<file path="src/rtl/instr_decoder_if.sv">
// Bus bundle between the instruction producer, the decoder and the consumer.
//
// Handshake: a word moves across a side only on a cycle where that side's
// valid and ready are both high at the rising clock edge. A source asserting
// valid keeps its payload stable until the transfer happens. A sink may raise
// or lower ready at any time. The decoder's in_ready comes straight from a
// register, so it never depends combinationally on in_valid.
interface instr_decoder_if;
    logic        in_valid;
    logic        in_ready;
    logic [31:0] in_instr;

    logic        out_valid;
    logic        out_ready;
    logic [4:0]  out_opcode;
    logic [1:0]  out_format;
    logic [4:0]  out_rd;
    logic [4:0]  out_rs1;
    logic [4:0]  out_rs2;
    logic [31:0] out_imm;
    logic        out_use_imm;
    logic [2:0]  out_alu_op;
    logic [2:0]  out_cond;
    logic        out_is_branch;
    logic        out_is_load;
    logic        out_is_store;
    logic        out_is_jump;
    logic        out_is_stack;

    // Decoder side.
    modport slave (
        input  in_valid, in_instr, out_ready,
        output in_ready, out_valid, out_opcode, out_format, out_rd, out_rs1,
               out_rs2, out_imm, out_use_imm, out_alu_op, out_cond,
               out_is_branch, out_is_load, out_is_store, out_is_jump,
               out_is_stack
    );

    // Producer/consumer side.
    modport master (
        output in_valid, in_instr, out_ready,
        input  in_ready, out_valid, out_opcode, out_format, out_rd, out_rs1,
               out_rs2, out_imm, out_use_imm, out_alu_op, out_cond,
               out_is_branch, out_is_load, out_is_store, out_is_jump,
               out_is_stack
    );
endinterface

</file>
<file path="src/rtl/instr_decoder.sv">
// Instruction decoder: splits a 32-bit word into fields, classifies it, and
// presents the decoded bundle one cycle later through a 2-entry skid buffer
// (output register plus one skid register) so in_ready can be registered.
module instr_decoder (
    input  logic                  clk,
    input  logic                  rst,
    input  logic                  flush,
    instr_decoder_if.slave        bus,
    output logic [1:0]            dbg_state
);

    typedef enum logic [4:0] {
        op_add  = 5'd0,  op_add2 = 5'd1,  op_sub  = 5'd2,  op_sub2 = 5'd3,
        op_mul  = 5'd4,  op_mul2 = 5'd5,  op_div  = 5'd6,  op_div2 = 5'd7,
        op_and  = 5'd8,  op_and2 = 5'd9,  op_or   = 5'd10, op_or2  = 5'd11,
        op_ls   = 5'd12, op_ls2  = 5'd13, op_rs   = 5'd14, op_rs2  = 5'd15,
        op_beq  = 5'd16, op_bne  = 5'd17, op_blt  = 5'd18, op_bgt  = 5'd19,
        op_ble  = 5'd20, op_bge  = 5'd21, op_lw   = 5'd22, op_lb   = 5'd23,
        op_sw   = 5'd24, op_sb   = 5'd25, op_j    = 5'd26, op_jr   = 5'd27,
        op_call = 5'd28, op_ret  = 5'd29, op_push = 5'd30, op_pop  = 5'd31
    } opcode_t;

    typedef enum logic [1:0] {
        fmt_t = 2'd0,
        fmt_d = 2'd1,
        fmt_i = 2'd2
    } format_t;

    typedef enum logic [2:0] {
        alu_add = 3'd0, alu_sub = 3'd1, alu_mul = 3'd2, alu_div = 3'd3,
        alu_and = 3'd4, alu_or  = 3'd5, alu_ls  = 3'd6, alu_rs  = 3'd7
    } alu_t;

    typedef enum logic [2:0] {
        cond_eq = 3'd0, cond_ne = 3'd1, cond_lt = 3'd2,
        cond_gt = 3'd3, cond_le = 3'd4, cond_ge = 3'd5
    } cond_t;

    typedef struct packed {
        opcode_t     opcode;
        format_t     fmt;
        logic [4:0]  rd;
        logic [4:0]  rs1;
        logic [4:0]  rs2;
        logic [31:0] imm;
        logic        use_imm;
        alu_t        alu_op;
        cond_t       cond;
        logic        is_branch;
        logic        is_load;
        logic        is_store;
        logic        is_jump;
        logic        is_stack;
    } bundle_t;

    // st_empty: nothing held; st_one: output register valid;
    // st_full: output register and skid register both valid.
    typedef enum logic [1:0] {
        st_empty = 2'd0,
        st_one   = 2'd1,
        st_full  = 2'd2
    } state_t;

    state_t  state, state_next;
    bundle_t dec;
    bundle_t out_q;
    bundle_t skid_q;
    logic    out_valid_q, out_valid_next;
    logic    in_ready_q, in_ready_next;
    logic    in_fire, out_fire;
    logic    load_out, load_skid, out_from_skid;

    // Combinational decode of the incoming word; the skid stores this result.
    always_comb begin
        dec           = '0;
        dec.opcode    = opcode_t'(bus.in_instr[31:27]);
        dec.rd        = bus.in_instr[26:22];
        dec.rs1       = bus.in_instr[21:17];
        dec.rs2       = bus.in_instr[16:12];
        dec.fmt       = fmt_t;
        dec.alu_op    = alu_add;
        dec.cond      = cond_eq;
        case (dec.opcode)
            op_beq, op_bne, op_blt, op_bgt, op_ble, op_bge: begin
                dec.is_branch = 1'b1;
                // Branch opcodes start at 16, so the low bits are the condition.
                dec.cond      = cond_t'(bus.in_instr[29:27]);
            end
            op_lw, op_lb: begin
                dec.fmt     = fmt_d;
                dec.is_load = 1'b1;
            end
            op_sw, op_sb: begin
                dec.is_store = 1'b1;
            end
            op_j: begin
                dec.fmt     = fmt_i;
                dec.is_jump = 1'b1;
            end
            op_jr: begin
                dec.fmt     = fmt_d;
                dec.is_jump = 1'b1;
            end
            op_call, op_ret: begin
                dec.fmt      = fmt_i;
                dec.is_jump  = 1'b1;
                dec.is_stack = 1'b1;
            end
            op_push: begin
                dec.fmt      = fmt_d;
                dec.is_stack = 1'b1;
            end
            op_pop: begin
                dec.fmt      = fmt_i;
                dec.is_stack = 1'b1;
            end
            default: begin
                // ALU group 0-15: odd opcodes are the immediate-capable D form.
                dec.fmt    = bus.in_instr[27] ? fmt_d : fmt_t;
                dec.alu_op = alu_t'(bus.in_instr[30:28]);
            end
        endcase
        case (dec.fmt)
            fmt_d: begin
                dec.imm     = {{16{bus.in_instr[16]}}, bus.in_instr[16:1]};
                dec.use_imm = bus.in_instr[0];
                dec.rs2     = 5'd0;
            end
            fmt_i: begin
                dec.imm     = {{10{bus.in_instr[21]}}, bus.in_instr[21:0]};
                dec.use_imm = 1'b1;
                dec.rs1     = 5'd0;
                dec.rs2     = 5'd0;
            end
            default: begin
                dec.imm     = {{20{bus.in_instr[11]}}, bus.in_instr[11:0]};
                dec.use_imm = 1'b0;
            end
        endcase
    end

    assign in_fire  = bus.in_valid & in_ready_q;
    assign out_fire = out_valid_q & bus.out_ready;

    // Skid-buffer next state and register load controls; flush wins over everything.
    always_comb begin
        state_next    = state;
        load_out      = 1'b0;
        load_skid     = 1'b0;
        out_from_skid = 1'b0;
        case (state)
            st_empty: begin
                if (in_fire) begin
                    load_out   = 1'b1;
                    state_next = st_one;
                end
            end
            st_one: begin
                if (out_fire) begin
                    if (in_fire) load_out = 1'b1;
                    else         state_next = st_empty;
                end else if (in_fire) begin
                    load_skid  = 1'b1;
                    state_next = st_full;
                end
            end
            st_full: begin
                if (out_fire) begin
                    load_out      = 1'b1;
                    out_from_skid = 1'b1;
                    state_next    = st_one;
                end
            end
            default: state_next = st_empty;
        endcase
        if (flush) begin
            state_next = st_empty;
            load_out   = 1'b0;
            load_skid  = 1'b0;
        end
        out_valid_next = (state_next != st_empty);
        in_ready_next  = (state_next != st_full);
    end

    // State, valid and ready registers.
    always_ff @(posedge clk or posedge rst) begin
        if (rst) begin
            state       <= st_empty;
            out_valid_q <= 1'b0;
            in_ready_q  <= 1'b1;
        end else begin
            state       <= state_next;
            out_valid_q <= out_valid_next;
            in_ready_q  <= in_ready_next;
        end
    end

    // Output and skid data registers; held unchanged unless loaded.
    always_ff @(posedge clk or posedge rst) begin
        if (rst) begin
            out_q  <= '0;
            skid_q <= '0;
        end else begin
            if (load_out) out_q <= out_from_skid ? skid_q : dec;
            if (load_skid) skid_q <= dec;
        end
    end

    assign bus.in_ready      = in_ready_q;
    assign bus.out_valid     = out_valid_q;
    assign bus.out_opcode    = out_q.opcode;
    assign bus.out_format    = out_q.fmt;
    assign bus.out_rd        = out_q.rd;
    assign bus.out_rs1       = out_q.rs1;
    assign bus.out_rs2       = out_q.rs2;
    assign bus.out_imm       = out_q.imm;
    assign bus.out_use_imm   = out_q.use_imm;
    assign bus.out_alu_op    = out_q.alu_op;
    assign bus.out_cond      = out_q.cond;
    assign bus.out_is_branch = out_q.is_branch;
    assign bus.out_is_load   = out_q.is_load;
    assign bus.out_is_store  = out_q.is_store;
    assign bus.out_is_jump   = out_q.is_jump;
    assign bus.out_is_stack  = out_q.is_stack;
    assign dbg_state         = state;

endmodule

</file>
<file path="src/flat_wrapper.sv">
// flat-port wrapper written by rule: the top's interface ports become plain ports
module instr_decoder_flat 
  (clk, rst, flush, dbg_state, bus_in_valid, bus_in_instr, bus_out_ready, bus_in_ready, bus_out_valid, bus_out_opcode, bus_out_format, bus_out_rd, bus_out_rs1, bus_out_rs2, bus_out_imm, bus_out_use_imm, bus_out_alu_op, bus_out_cond, bus_out_is_branch, bus_out_is_load, bus_out_is_store, bus_out_is_jump, bus_out_is_stack);
  instr_decoder_if bus_i ();
  input  logic clk;
  input  logic rst;
  input  logic flush;
  output logic [1:0] dbg_state;
  input wire logic [$bits(bus_i.in_valid)-1:0] bus_in_valid;
  input wire logic [$bits(bus_i.in_instr)-1:0] bus_in_instr;
  input wire logic [$bits(bus_i.out_ready)-1:0] bus_out_ready;
  output wire logic [$bits(bus_i.in_ready)-1:0] bus_in_ready;
  output wire logic [$bits(bus_i.out_valid)-1:0] bus_out_valid;
  output wire logic [$bits(bus_i.out_opcode)-1:0] bus_out_opcode;
  output wire logic [$bits(bus_i.out_format)-1:0] bus_out_format;
  output wire logic [$bits(bus_i.out_rd)-1:0] bus_out_rd;
  output wire logic [$bits(bus_i.out_rs1)-1:0] bus_out_rs1;
  output wire logic [$bits(bus_i.out_rs2)-1:0] bus_out_rs2;
  output wire logic [$bits(bus_i.out_imm)-1:0] bus_out_imm;
  output wire logic [$bits(bus_i.out_use_imm)-1:0] bus_out_use_imm;
  output wire logic [$bits(bus_i.out_alu_op)-1:0] bus_out_alu_op;
  output wire logic [$bits(bus_i.out_cond)-1:0] bus_out_cond;
  output wire logic [$bits(bus_i.out_is_branch)-1:0] bus_out_is_branch;
  output wire logic [$bits(bus_i.out_is_load)-1:0] bus_out_is_load;
  output wire logic [$bits(bus_i.out_is_store)-1:0] bus_out_is_store;
  output wire logic [$bits(bus_i.out_is_jump)-1:0] bus_out_is_jump;
  output wire logic [$bits(bus_i.out_is_stack)-1:0] bus_out_is_stack;
  assign bus_i.in_valid = bus_in_valid;
  assign bus_i.in_instr = bus_in_instr;
  assign bus_i.out_ready = bus_out_ready;
  assign bus_in_ready = bus_i.in_ready;
  assign bus_out_valid = bus_i.out_valid;
  assign bus_out_opcode = bus_i.out_opcode;
  assign bus_out_format = bus_i.out_format;
  assign bus_out_rd = bus_i.out_rd;
  assign bus_out_rs1 = bus_i.out_rs1;
  assign bus_out_rs2 = bus_i.out_rs2;
  assign bus_out_imm = bus_i.out_imm;
  assign bus_out_use_imm = bus_i.out_use_imm;
  assign bus_out_alu_op = bus_i.out_alu_op;
  assign bus_out_cond = bus_i.out_cond;
  assign bus_out_is_branch = bus_i.out_is_branch;
  assign bus_out_is_load = bus_i.out_is_load;
  assign bus_out_is_store = bus_i.out_is_store;
  assign bus_out_is_jump = bus_i.out_is_jump;
  assign bus_out_is_stack = bus_i.out_is_stack;
  instr_decoder u_core (.clk(clk), .rst(rst), .flush(flush), .bus(bus_i), .dbg_state(dbg_state));
endmodule
</file>
<file path="config.mk">
export PLATFORM = sky130hd
export DESIGN_NAME = instr_decoder_flat
export DESIGN_NICKNAME = d
export VERILOG_FILES = /design/src/rtl/instr_decoder_if.sv /design/src/rtl/instr_decoder.sv /design/src/flat_wrapper.sv
export SDC_FILE = /design/constraint.sdc
export NUM_CORES = 1
export LEC_CHECK = 0
export ABC_CLOCK_PERIOD_IN_PS = 13400
export CAP_MARGIN = 0
export CORE_MARGIN = 2
export CORE_UTILIZATION = 35
export DETAILED_ROUTE_END_ITERATION = 12
export HOLD_SLACK_MARGIN = 0.12
export PLACE_DENSITY = 0.56
export SETUP_SLACK_MARGIN = 0.1
export SLEW_MARGIN = 40
export SYNTH_ARGS = -nofsm -noshare
export SYNTH_HDL_FRONTEND = slang
export SYNTH_SLANG_ARGS = --single-unit
</file>
<file path="constraint.sdc">
create_clock -name clk -period 13.4 [get_ports clk]
set_input_delay 4.02 -clock clk [delete_from_list [all_inputs] [get_ports clk]]
set_output_delay 4.02 -clock clk [all_outputs]
set_load 0.02 [all_outputs]
</file>
==> results.sh, run 1 <==
export IMPL_min_to="u_core.skid_q[27]"
export IMPL_post_drt_wl_per_cell_um=16.4
export IMPL_vias_in_the_first_global_route=4251
export IMPL_worst_slack_ns=6.22
export IMPL_synth_seq_cells=116
export IMPL_crit_reg2reg_capture="u_core.bus.out_imm[15]"
export IMPL_firstDrtPassIters=5
export IMPL_power_report_internal_total_mw=0.965
export IMPL_grt_antenna_before_repair=0
export IMPL_antennaDiodeCount=0
export IMPL_synth_net_count=571
export IMPL_syn_area_per_cell_um2=10.2
export IMPL_cts_buffers_inserted=17
export IMPL_combinational_share_of_power=0.301
export IMPL_die_area_um2=16600
export IMPL_post_place_ws_ns=5.82
export IMPL_worst_skew_pair_latency_ns=0.41
export IMPL_synth_compound_area_frac=0.153
export IMPL_layout_filler_cells=1432
export IMPL_cts_repair_resized=0
export IMPL_post_synth_fa_ha_maj_area_fraction=0.00460
export IMPL_grt_pass1_wl_um=22000
export IMPL_regToRegStartpoint="u_core.dbg_state[0]"
export IMPL_cts_clk_slew_worst_paths_ns=0.05
export IMPL_syn_to_final_growth_pct=30.8
export IMPL_holdCritStartpoint="u_core.skid_q[27]"
export IMPL_timing_slew_headroom=0.511
export IMPL_gpl_final_weighted_congestion=0.815
export IMPL_hpwlAfterDp_um=8560
export IMPL_number_of_buffers_added_to_fix_hold_violations_after_cts=0
export IMPL_library_cells_used_by_synthesis=40
export IMPL_worst_setup_path_type="in -> reg"
export IMPL_maximum_number_of_pins_on_one_net_before_global_route_repair=90
export IMPL_synth_async_sr_flop_share=1.00
export IMPL_rows=45
export IMPL_regArea_um2=2900
export IMPL_worst_r2r_cell_count=6
export IMPL_tritoncts="built"
export IMPL_synth_mux_area_fraction=0.131
export IMPL_pwr_share_clk=0.313
export IMPL_h_tree_level_count=4
export IMPL_finalClockSkew_ns=0.00581
export IMPL_num_nets_final=652
export IMPL_routed_wl_um=13300
export IMPL_synth_edf_count=0
export IMPL_static_leakage_power_nw=3.07
export IMPL_layout_cells_most_common_list="123 x sky130_fd_sc_hd__nand2_1, 115 x sky130_fd_sc_hd__dfrtp_1, 106 x sky130_fd_sc_hd__clkdlybuf4s50_1"
export IMPL_dp_cells=782
export IMPL_drv_cap=0
export IMPL_post_synth_and_or_nand_nor_area_fraction=0.125
export IMPL_power_share_sequential=0.386
export IMPL_synth_yosys_warnings=0
export IMPL_final_common_cell="sky130_fd_sc_hd__nand2_1"
export IMPL_power_net_switching_mw=0.430
export IMPL_critPathCaptureType="flop"
export IMPL_yosys_area_share_xor_xnor=0.00161
export IMPL_io_pins=107
export IMPL_dominantRegCellSynth="sky130_fd_sc_hd__dfrtp_1"
export IMPL_fin_cells=810
export IMPL_layout_worst_path_cycle_share=0.536
export IMPL_initial_core_util=0.358
export IMPL_fmaxAchievable_mhz=139
export IMPL_via_per_inst=5.12
export IMPL_cp_required_ns=13.69
export IMPL_hold_viol=0
export IMPL_mappedNetlistArea_um2=5440
export IMPL_setup_worst_path_start_class="input port"
export IMPL_route_vias_total=4145
export IMPL_detail_route_drc_violations=0
export IMPL_timing_critical_path_arrival_ns=7.48
export IMPL_min_path_cells=2
export IMPL_timing_hold_worst_class="reg -> reg"
export IMPL_min_tclk_post_route_ns=7.18
export IMPL_power_ir_vdd_worst_uv=94.8
export IMPL_multi_input_area_um2=2280
export IMPL_ys_seq_area_frac=0.533
export IMPL_antenna_violating_nets_post_route=0
export IMPL_cts_num_sinks=116
export IMPL_grt_overflow_total=0
export IMPL_result_of_the_run="completed"
export IMPL_ff2ff_setup_slack_ns=10.56
export IMPL_coreArea_um2=15200
export IMPL_dominant_combinational_cell_family_by_area_after_synthesis="compound AO/OA/AOI/OAI gates"
export IMPL_cts_path_max_buffers=2
export IMPL_cell_count_after_synthesis=532
export IMPL_drive_gt1_frac=0.0949
export IMPL_grt_usage=0.171
export IMPL_dieWidth_um=129
export IMPL_clockRootBuffer="sky130_fd_sc_hd__clkbuf_16"
export IMPL_setup_repair_bufs_after_cts=0
export IMPL_report_final_setup_viol=0
export IMPL_iteration_0_drc_markers=249
export IMPL_tns_ns=0
export IMPL_die_h_um=129
export IMPL_critical_path_peak_fanout=16
export IMPL_power_density_nw_per_um2=196
export IMPL_power_switching_fraction=0.308
export IMPL_numPortBuffers=106
export IMPL_worst_pin_slew_ns=0.733
export IMPL_drv_slew=0
export IMPL_unrepaired_setup_endpoints_after_global_routing="no"
-- critical path, cell delays in order --
cell                              delay [ns]
sky130_fd_sc_hd__clkdlybuf4s50_1        0.71
sky130_fd_sc_hd__nor2b_1                0.28
sky130_fd_sc_hd__a31oi_1                0.13
sky130_fd_sc_hd__and2_1                 0.21
sky130_fd_sc_hd__ha_1                   0.60
sky130_fd_sc_hd__nor2b_1                0.64
sky130_fd_sc_hd__nand2b_1               0.40
sky130_fd_sc_hd__o21ai_0                0.17
sky130_fd_sc_hd__mux2_1                 0.31
-- power groups by stage --
stage	sequential (mW)	combinational, mW	clock, mW
6_report	0.538	0.420	0.436
5_1_grt	0.556	0.458	0.459
4_1_cts	0.540	0.426	0.446
3_5_place_dp	0.544	0.425	0
3_3_place_gp	0.541	0.417	0
2_1_floorplan	0.598	0.189	0
-- per-layer routing --
layer  up-vias  global-route usage  share of wire  wire length (µm)
met3        22              0.0520          0.057               757
met4         0              0.0761          0.020               271
met2       112               0.255           0.45              5940
met5         -                   0              0                 0
li1       1996                   -              -                 -
met1      2015               0.230           0.48              6330
-- synthesized netlist by cell type (all sizes together) (2+ instances only) --
| library cell | number | share of area |
|---|---|---|
| dfrtp | 115 | 0.53 |
| a31oi | 12 | 0.014 |
| nand3 | 3 | 0.0028 |
| or2 | 2 | 0.0023 |
| ha | 2 | 0.0046 |
| buf | 21 | 0.027 |
| nand2b | 9 | 0.010 |
| clkbuf | 28 | 0.019 |
| o41ai | 2 | 0.0032 |
| nor2 | 2 | 0.0014 |
| a221oi | 3 | 0.0048 |
| a21oi | 22 | 0.020 |
| nand4bb | 2 | 0.0041 |
| a22oi | 12 | 0.017 |
| and2 | 2 | 0.0028 |
| mux2 | 55 | 0.13 |
| nor2b | 7 | 0.0080 |
| mux2i | 2 | 0.0037 |
| inv | 7 | 0.0048 |
| nand2 | 123 | 0.085 |
| o31ai | 11 | 0.015 |
| o21ai | 78 | 0.072 |
-- sequential cells by signal, summed over array words and instances, names as in the netlist, 2 cells and up --
name	count
u_core.bus.out_alu_op	3
u_core.bus.out_imm	22
u_core.bus.out_rs1	5
u_core.bus.out_format	2
u_core.bus.out_opcode	5
u_core.bus.out_rs2	5
u_core.bus.out_cond	3
u_core.skid_q	56
u_core.dbg_state	2
u_core.bus.out_rd	5
-- worst max-delay path by stage --
| stage | startpoint | endpoint |
|---|---|---|
| floorplan | rst | u_core.bus.out_alu_op[0] |
| global placement | bus_in_instr[28] | u_core.bus.out_imm[19] |
| detailed placement | bus_in_instr[28] | u_core.bus.out_imm[20] |
| CTS | bus_in_instr[28] | u_core.bus.out_imm[20] |
| global route | bus_in_instr[28] | u_core.bus.out_imm[20] |
| finish | bus_in_instr[28] | u_core.bus.out_imm[19] |
-- through the flow --
step	hold slack, ns	power [mW]	util	cell area, µm²
finish	0.477	1.39	0.469	7120
global route	0.496	1.47	0.469	7120
CTS	0.478	1.41	0.468	7110
detailed placement	0.466	0.969	0.432	6560
global placement	0.457	0.957	0.430	6540
floorplan	0.443	0.787	-	5440
-- cells by family (layout without fill, tap and decap cells) --
| logic type | Yosys count | after routing |
|---|---|---|
| compound gates | 145 | 145 |
| xor+xnor | 1 | 1 |
| fa+ha+maj | 2 | 2 |
| buf+inv | 56 | 146 |
| flops | 116 | 116 |
| mux | 57 | 57 |
| simple gates | 155 | 155 |
-- layout make-up --
| class | count | share of cell area |
|---|---|---|
| clock inverter | 6 | 0.0112 |
| inverter | 7 | 0.00404 |
| sequential | 116 | 0.408 |
| tap | 188 | 0.0330 |
| timing repair buffer | 111 | 0.157 |
| clock buffer | 22 | 0.0666 |
| multi-input combinational | 360 | 0.320 |
Note: power is estimated with default switching activity, not from simulation.
==> inputs of run 2 (changes only) <==
--- a/config.mk
+++ b/config.mk
@@ -5,13 +5,13 @@
 export SDC_FILE = /design/constraint.sdc
 export NUM_CORES = 1
 export LEC_CHECK = 0
-export ABC_CLOCK_PERIOD_IN_PS = 13400
+export ABC_CLOCK_PERIOD_IN_PS = 6300
 export CAP_MARGIN = 0
 export CORE_MARGIN = 2
 export CORE_UTILIZATION = 35
 export DETAILED_ROUTE_END_ITERATION = 12
 export HOLD_SLACK_MARGIN = 0.12
-export PLACE_DENSITY = 0.56
+export PLACE_DENSITY = 0.58
 export SETUP_SLACK_MARGIN = 0.1
 export SLEW_MARGIN = 40
 export SYNTH_ARGS = -nofsm -noshare
==> constraint.sdc (replaced) <==
create_clock -name clk -period 6.3 [get_ports clk]
set_input_delay 1.89 -clock clk [delete_from_list [all_inputs] [get_ports clk]]
set_output_delay 1.89 -clock clk [all_outputs]
set_load 0.02 [all_outputs]
==> results.sh, run 2 (synthesis results as in run 1) <==
export IMPL_critPathCaptureType="flop"
export IMPL_static_leakage_power_nw=3.13
export IMPL_antennaDiodeCount=0
export IMPL_worst_skew_pair_latency_ns=0.41
export IMPL_power_density_nw_per_um2=423
export IMPL_cts_clk_slew_worst_paths_ns=0.05
export IMPL_critical_path_peak_fanout=16
export IMPL_rows=45
export IMPL_drv_cap=0
export IMPL_fin_cells=820
export IMPL_numPortBuffers=106
export IMPL_largest_register="u_core.skid_q"
export IMPL_final_common_cell="sky130_fd_sc_hd__nand2_1"
export IMPL_grt_antenna_before_repair=0
export IMPL_tritoncts="built"
export IMPL_total_power_mw=3.07
export IMPL_cts_num_sinks=116
export IMPL_routed_wl_um=13300
export IMPL_grt_usage=0.171
export IMPL_power_net_switching_mw=0.922
export IMPL_grt_overflow_total=0
export IMPL_vias_in_the_first_global_route=4171
export IMPL_die_h_um=129
export IMPL_drive_gt1_frac=0.108
export IMPL_result_of_the_run="completed"
export IMPL_cts_path_max_buffers=2
export IMPL_via_per_inst=5.11
export IMPL_timing_hold_worst_class="reg -> reg"
export IMPL_setup_repair_bufs_after_cts=0
export IMPL_layout_cells_most_common_list="123 x sky130_fd_sc_hd__nand2_1, 115 x sky130_fd_sc_hd__dfrtp_1, 106 x sky130_fd_sc_hd__clkdlybuf4s50_1"
export IMPL_number_of_buffers_added_to_fix_hold_violations_after_cts=0
export IMPL_dp_cells=787
export IMPL_pwr_share_clk=0.332
export IMPL_finalClockSkew_ns=0.00693
export IMPL_setup_worst_path_start_class="input port"
export IMPL_worst_setup_path_type="in -> reg"
export IMPL_power_report_internal_total_mw=2.15
export IMPL_min_tclk_post_route_ns=4.67
export IMPL_cts_buffers_inserted=17
export IMPL_initial_core_util=0.358
export IMPL_power_share_sequential=0.374
export IMPL_combinational_share_of_power=0.294
export IMPL_report_final_setup_viol=0
export IMPL_multi_input_area_um2=2280
export IMPL_iteration_0_drc_markers=318
export IMPL_drv_slew=0
export IMPL_dieWidth_um=129
export IMPL_regArea_um2=2900
export IMPL_h_tree_level_count=4
export IMPL_power_switching_fraction=0.301
export IMPL_cp_required_ns=6.59
export IMPL_power_ir_vdd_worst_uv=219
export IMPL_maximum_number_of_pins_on_one_net_before_global_route_repair=59
export IMPL_layout_worst_path_cycle_share=0.741
export IMPL_layout_filler_cells=1411
export IMPL_timing_slew_headroom=0.471
export IMPL_num_nets_final=658
export IMPL_hold_viol=0
export IMPL_grt_pass1_wl_um=22000
export IMPL_tns_ns=0
export IMPL_clockRootBuffer="sky130_fd_sc_hd__clkbuf_16"
export IMPL_largest_register_ff_count=56
export IMPL_hpwlAfterDp_um=8770
export IMPL_worst_pin_slew_ns=0.794
export IMPL_cts_repair_resized=0
export IMPL_route_vias_total=4194
export IMPL_coreArea_um2=15200
export IMPL_timing_critical_path_arrival_ns=4.95
export IMPL_gpl_final_weighted_congestion=0.794
export IMPL_antenna_violating_nets_post_route=0
export IMPL_unrepaired_setup_endpoints_after_global_routing="no"
export IMPL_die_area_um2=16600
export IMPL_fmaxAchievable_mhz=214
export IMPL_post_drt_wl_per_cell_um=16.3
export IMPL_io_pins=107
export IMPL_firstDrtPassIters=7
export IMPL_detail_route_drc_violations=0
export IMPL_syn_to_final_growth_pct=33.4
-- run 2: changes by cell type in the layout (fill, tap and decap cells not counted), sizes merged --
cell      change
bufinv        +2
clkinv        -1
buf           +7
clkinvlp      +2
-- run 2: area by class of cell --
| type | count | share of cell area |
|---|---|---|
| clock inverter | 9 | 0.0207 |
| tap | 188 | 0.0324 |
| timing repair buffer | 117 | 0.163 |
| multi-input combinational | 360 | 0.314 |
| clock buffer | 23 | 0.0658 |
| inverter | 7 | 0.00396 |
| sequential | 116 | 0.400 |
-- run 2: worst max-delay path, cell delays in order --
cell	delay, ns
sky130_fd_sc_hd__clkdlybuf4s50_1	0.68
sky130_fd_sc_hd__nor2b_1	0.25
sky130_fd_sc_hd__a31oi_1	0.13
sky130_fd_sc_hd__and2_1	0.21
sky130_fd_sc_hd__ha_1	0.59
sky130_fd_sc_hd__nor2b_1	0.19
sky130_fd_sc_hd__buf_4	0.19
sky130_fd_sc_hd__nand2b_1	0.33
sky130_fd_sc_hd__o21ai_0	0.17
sky130_fd_sc_hd__mux2_1	0.31
-- run 2: metrics by stage --
stage,util,cell area [µm²],hold WS [ns],worst slack [ns]
after CTS,0.476,7240,0.475,1.64
after floorplan,-,5440,0.443,1.34
after global routing,0.478,7260,0.505,1.34
after global placement,0.432,6570,0.460,1.24
final,0.478,7260,0.476,1.63
after detailed placement,0.435,6610,0.461,1.19
-- run 2: final timing paths --
kind | from | to | slack [ns] | cells after the start
worst max-delay path | bus_in_instr[28] | u_core.bus.out_imm[17] | 1.63 | 10
worst min-delay path | u_core.skid_q[2] | u_core.skid_q[2] | 0.48 | 2
worst max register to register | u_core.dbg_state[0] | u_core.bus.out_imm[18] | 3.76 | 7
worst min register to register | u_core.skid_q[2] | u_core.skid_q[2] | 0.48 | 2
max in group asynchronous | rst | u_core.bus.in_ready | 3.79 | 4
min in group asynchronous | rst | u_core.bus.out_rs1[3] | 1.70 | 2
-- run 2: power groups by stage --
| stage | registers [mW] | logic, mW | clock network (mW) |
|---|---|---|---|
| floorplan | 1.27 | 0.402 | 0 |
| global placement | 1.14 | 0.890 | 0 |
| detailed placement | 1.16 | 0.911 | 0 |
| CTS | 1.15 | 0.914 | 1.05 |
| global route | 1.18 | 0.984 | 1.08 |
| finish | 1.15 | 0.902 | 1.02 |
-- run 2: routing by layer --
metal / part of all wire / vias up / routed length, µm / global-route usage
met3: 0.058 / 7 / 770 / 0.0586
met1: 0.47 / 2069 / 6230 / 0.231
met4: 0.0081 / 0 / 108 / 0.0601
met5: 0 / - / 0 / 0
met2: 0.47 / 105 / 6230 / 0.257
li1: - / 2013 / - / -
==> inputs of run 3 (changes only) <==
--- a/config.mk
+++ b/config.mk
@@ -5,13 +5,13 @@
 export SDC_FILE = /design/constraint.sdc
 export NUM_CORES = 1
 export LEC_CHECK = 0
-export ABC_CLOCK_PERIOD_IN_PS = 6300
+export ABC_CLOCK_PERIOD_IN_PS = 4500
 export CAP_MARGIN = 0
 export CORE_MARGIN = 2
 export CORE_UTILIZATION = 35
 export DETAILED_ROUTE_END_ITERATION = 12
 export HOLD_SLACK_MARGIN = 0.12
-export PLACE_DENSITY = 0.58
+export PLACE_DENSITY = 0.56
 export SETUP_SLACK_MARGIN = 0.1
 export SLEW_MARGIN = 40
 export SYNTH_ARGS = -nofsm -noshare
==> constraint.sdc (replaced) <==
create_clock -name clk -period 4.5 [get_ports clk]
set_input_delay 1.35 -clock clk [delete_from_list [all_inputs] [get_ports clk]]
set_output_delay 1.35 -clock clk [all_outputs]
set_load 0.02 [all_outputs]
==> results.sh, run 3 (synthesis results as in run 1) <==
export IMPL_finalClockSkew_ns=0.00686
export IMPL_routed_wl_um=13100
export IMPL_maximum_number_of_pins_on_one_net_before_global_route_repair=117
export IMPL_drv_cap=0
export IMPL_combinational_share_of_power=0.300
export IMPL_finalInstanceArea_um2=7240
export IMPL_min_tclk_post_route_ns=3.85
export IMPL_regToRegStartpoint="u_core.bus.in_ready"
export IMPL_largest_register_ff_count=56
export IMPL_total_power_mw=4.18
export IMPL_number_of_buffers_added_to_fix_hold_violations_after_cts=0
export IMPL_vias_in_the_first_global_route=4125
export IMPL_numPortBuffers=106
export IMPL_layout_cells_most_common_list="123 x sky130_fd_sc_hd__nand2_1, 115 x sky130_fd_sc_hd__dfrtp_1, 106 x sky130_fd_sc_hd__clkdlybuf4s50_1"
export IMPL_detail_route_drc_violations=0
export IMPL_cts_buffers_inserted=17
export IMPL_cts_clk_slew_worst_paths_ns=0.05
export IMPL_firstDrtPassIters=5
export IMPL_post_drt_wl_per_cell_um=16.0
export IMPL_critPathCaptureType="flop"
export IMPL_grt_pass1_wl_um=21800
export IMPL_regArea_um2=2900
export IMPL_antennaDiodeCount=0
export IMPL_grt_overflow_total=0
export IMPL_worst_r2r_cell_count=6
export IMPL_setup_repair_bufs_after_cts=0
export IMPL_syn_to_final_growth_pct=33.1
export IMPL_iteration_0_drc_markers=388
export IMPL_hold_viol=0
export IMPL_hpwlAfterDp_um=8620
export IMPL_multi_input_area_um2=2280
export IMPL_dpl_instance_area_um2=6680
export IMPL_dp_cells=793
export IMPL_cts_num_sinks=116
export IMPL_via_per_inst=5.12
export IMPL_worst_pin_slew_ns=0.843
export IMPL_cp_required_ns=4.85
export IMPL_pwr_share_clk=0.313
export IMPL_power_density_nw_per_um2=577
export IMPL_unrepaired_setup_endpoints_after_global_routing="no"
export IMPL_h_tree_level_count=4
export IMPL_static_leakage_power_nw=3.14
export IMPL_crit_reg2reg_capture="u_core.bus.out_imm[18]"
export IMPL_drive_gt1_frac=0.109
export IMPL_fin_cells=822
export IMPL_timing_slew_headroom=0.437
export IMPL_power_share_sequential=0.387
export IMPL_layout_worst_path_cycle_share=0.855
export IMPL_drv_slew=0
export IMPL_post_place_ws_ns=0.254
export IMPL_timing_critical_path_arrival_ns=4.20
export IMPL_report_final_setup_viol=0
export IMPL_critical_path_peak_fanout=12
export IMPL_dieWidth_um=129
export IMPL_die_area_um2=16600
export IMPL_io_pins=107
export IMPL_timing_hold_worst_class="reg -> reg"
export IMPL_whs_ns=0.474
export IMPL_route_vias_total=4205
export IMPL_fmaxAchievable_mhz=260
export IMPL_coreArea_um2=15200
export IMPL_antenna_violating_nets_post_route=0
export IMPL_final_core_util=0.477
export IMPL_power_ir_vdd_worst_uv=282
export IMPL_worst_slack_ns=0.653
export IMPL_power_report_internal_total_mw=2.90
export IMPL_min_to="u_core.skid_q[42]"
export IMPL_final_common_cell="sky130_fd_sc_hd__nand2_1"
export IMPL_result_of_the_run="completed"
export IMPL_power_switching_fraction=0.306
export IMPL_largest_register="u_core.skid_q"
export IMPL_setup_worst_path_start_class="input port"
export IMPL_tns_ns=0
export IMPL_ff2ff_setup_slack_ns=2.14
export IMPL_die_h_um=129
export IMPL_worst_setup_path_type="in -> reg"
export IMPL_power_net_switching_mw=1.28
export IMPL_gpl_final_weighted_congestion=0.800
export IMPL_cts_path_max_buffers=2
export IMPL_tritoncts="built"
export IMPL_layout_filler_cells=1413
export IMPL_grt_usage=0.170
export IMPL_num_nets_final=663
export IMPL_cts_repair_resized=0
export IMPL_holdCritStartpoint="u_core.skid_q[42]"
export IMPL_rows=45
export IMPL_initial_core_util=0.358
export IMPL_min_path_cells=2
export IMPL_worst_skew_pair_latency_ns=0.41
export IMPL_clockRootBuffer="sky130_fd_sc_hd__clkbuf_16"
export IMPL_grt_antenna_before_repair=0
[run 3: cell count changes in the layout (fill, tap and decap cells not counted)]
| cell | change |
|---|---|
| sky130_fd_sc_hd__buf_12 | +1 |
| sky130_fd_sc_hd__inv_4 | -1 |
| sky130_fd_sc_hd__nor2b_1 | +1 |
| sky130_fd_sc_hd__buf_6 | -1 |
| sky130_fd_sc_hd__bufinv_16 | -2 |
| sky130_fd_sc_hd__buf_4 | +5 |
| sky130_fd_sc_hd__clkbuf_8 | +1 |
| sky130_fd_sc_hd__nor2b_2 | -1 |
| sky130_fd_sc_hd__clkinvlp_4 | -1 |
[run 3: routing by layer]
metal	share of wire	track usage
met2	0.45	0.247
met1	0.47	0.234
met5	0	0
met3	0.073	0.0682
met4	0.011	0.0543
[run 3: critical path, cell delays in order]
cell                              delay (ns)
sky130_fd_sc_hd__clkdlybuf4s50_1        0.56
sky130_fd_sc_hd__nor2b_1                0.26
sky130_fd_sc_hd__a31oi_1                0.14
sky130_fd_sc_hd__and2_1                 0.21
sky130_fd_sc_hd__ha_1                   0.37
sky130_fd_sc_hd__nor2b_1                0.68
sky130_fd_sc_hd__a22oi_1                0.23
sky130_fd_sc_hd__o21ai_0                0.22
sky130_fd_sc_hd__mux2_4                 0.17
[run 3: power by group through the flow]
stage	registers [mW]	logic, mW	clock network, mW
after floorplan	1.78	0.563	0
after global routing	1.67	1.36	1.39
after CTS	1.62	1.27	1.34
final	1.62	1.26	1.31
after global placement	1.61	1.25	0
after detailed placement	1.63	1.27	0
[run 3: layout make-up]
| cell class | count | share of cell area |
|---|---|---|
| tap | 188 | 0.0325 |
| clock inverter | 5 | 0.0104 |
| clock buffer | 24 | 0.0679 |
| timing repair buffer | 122 | 0.170 |
| inverter | 7 | 0.00415 |
| multi-input combinational | 360 | 0.314 |
| sequential | 116 | 0.401 |
[run 3: worst max-delay path by stage]
stage,start,end,cells after the start
final,bus_in_instr[29],u_core.bus.out_imm[1],9
after detailed placement,bus_in_instr[27],u_core.bus.out_imm[2],10
after global placement,bus_in_instr[27],u_core.bus.out_imm[9],10
after global routing,bus_in_instr[29],u_core.bus.out_imm[9],10
after floorplan,bus_in_instr[28],u_core.bus.out_imm[9],10
after CTS,bus_in_instr[29],u_core.bus.out_imm[1],9
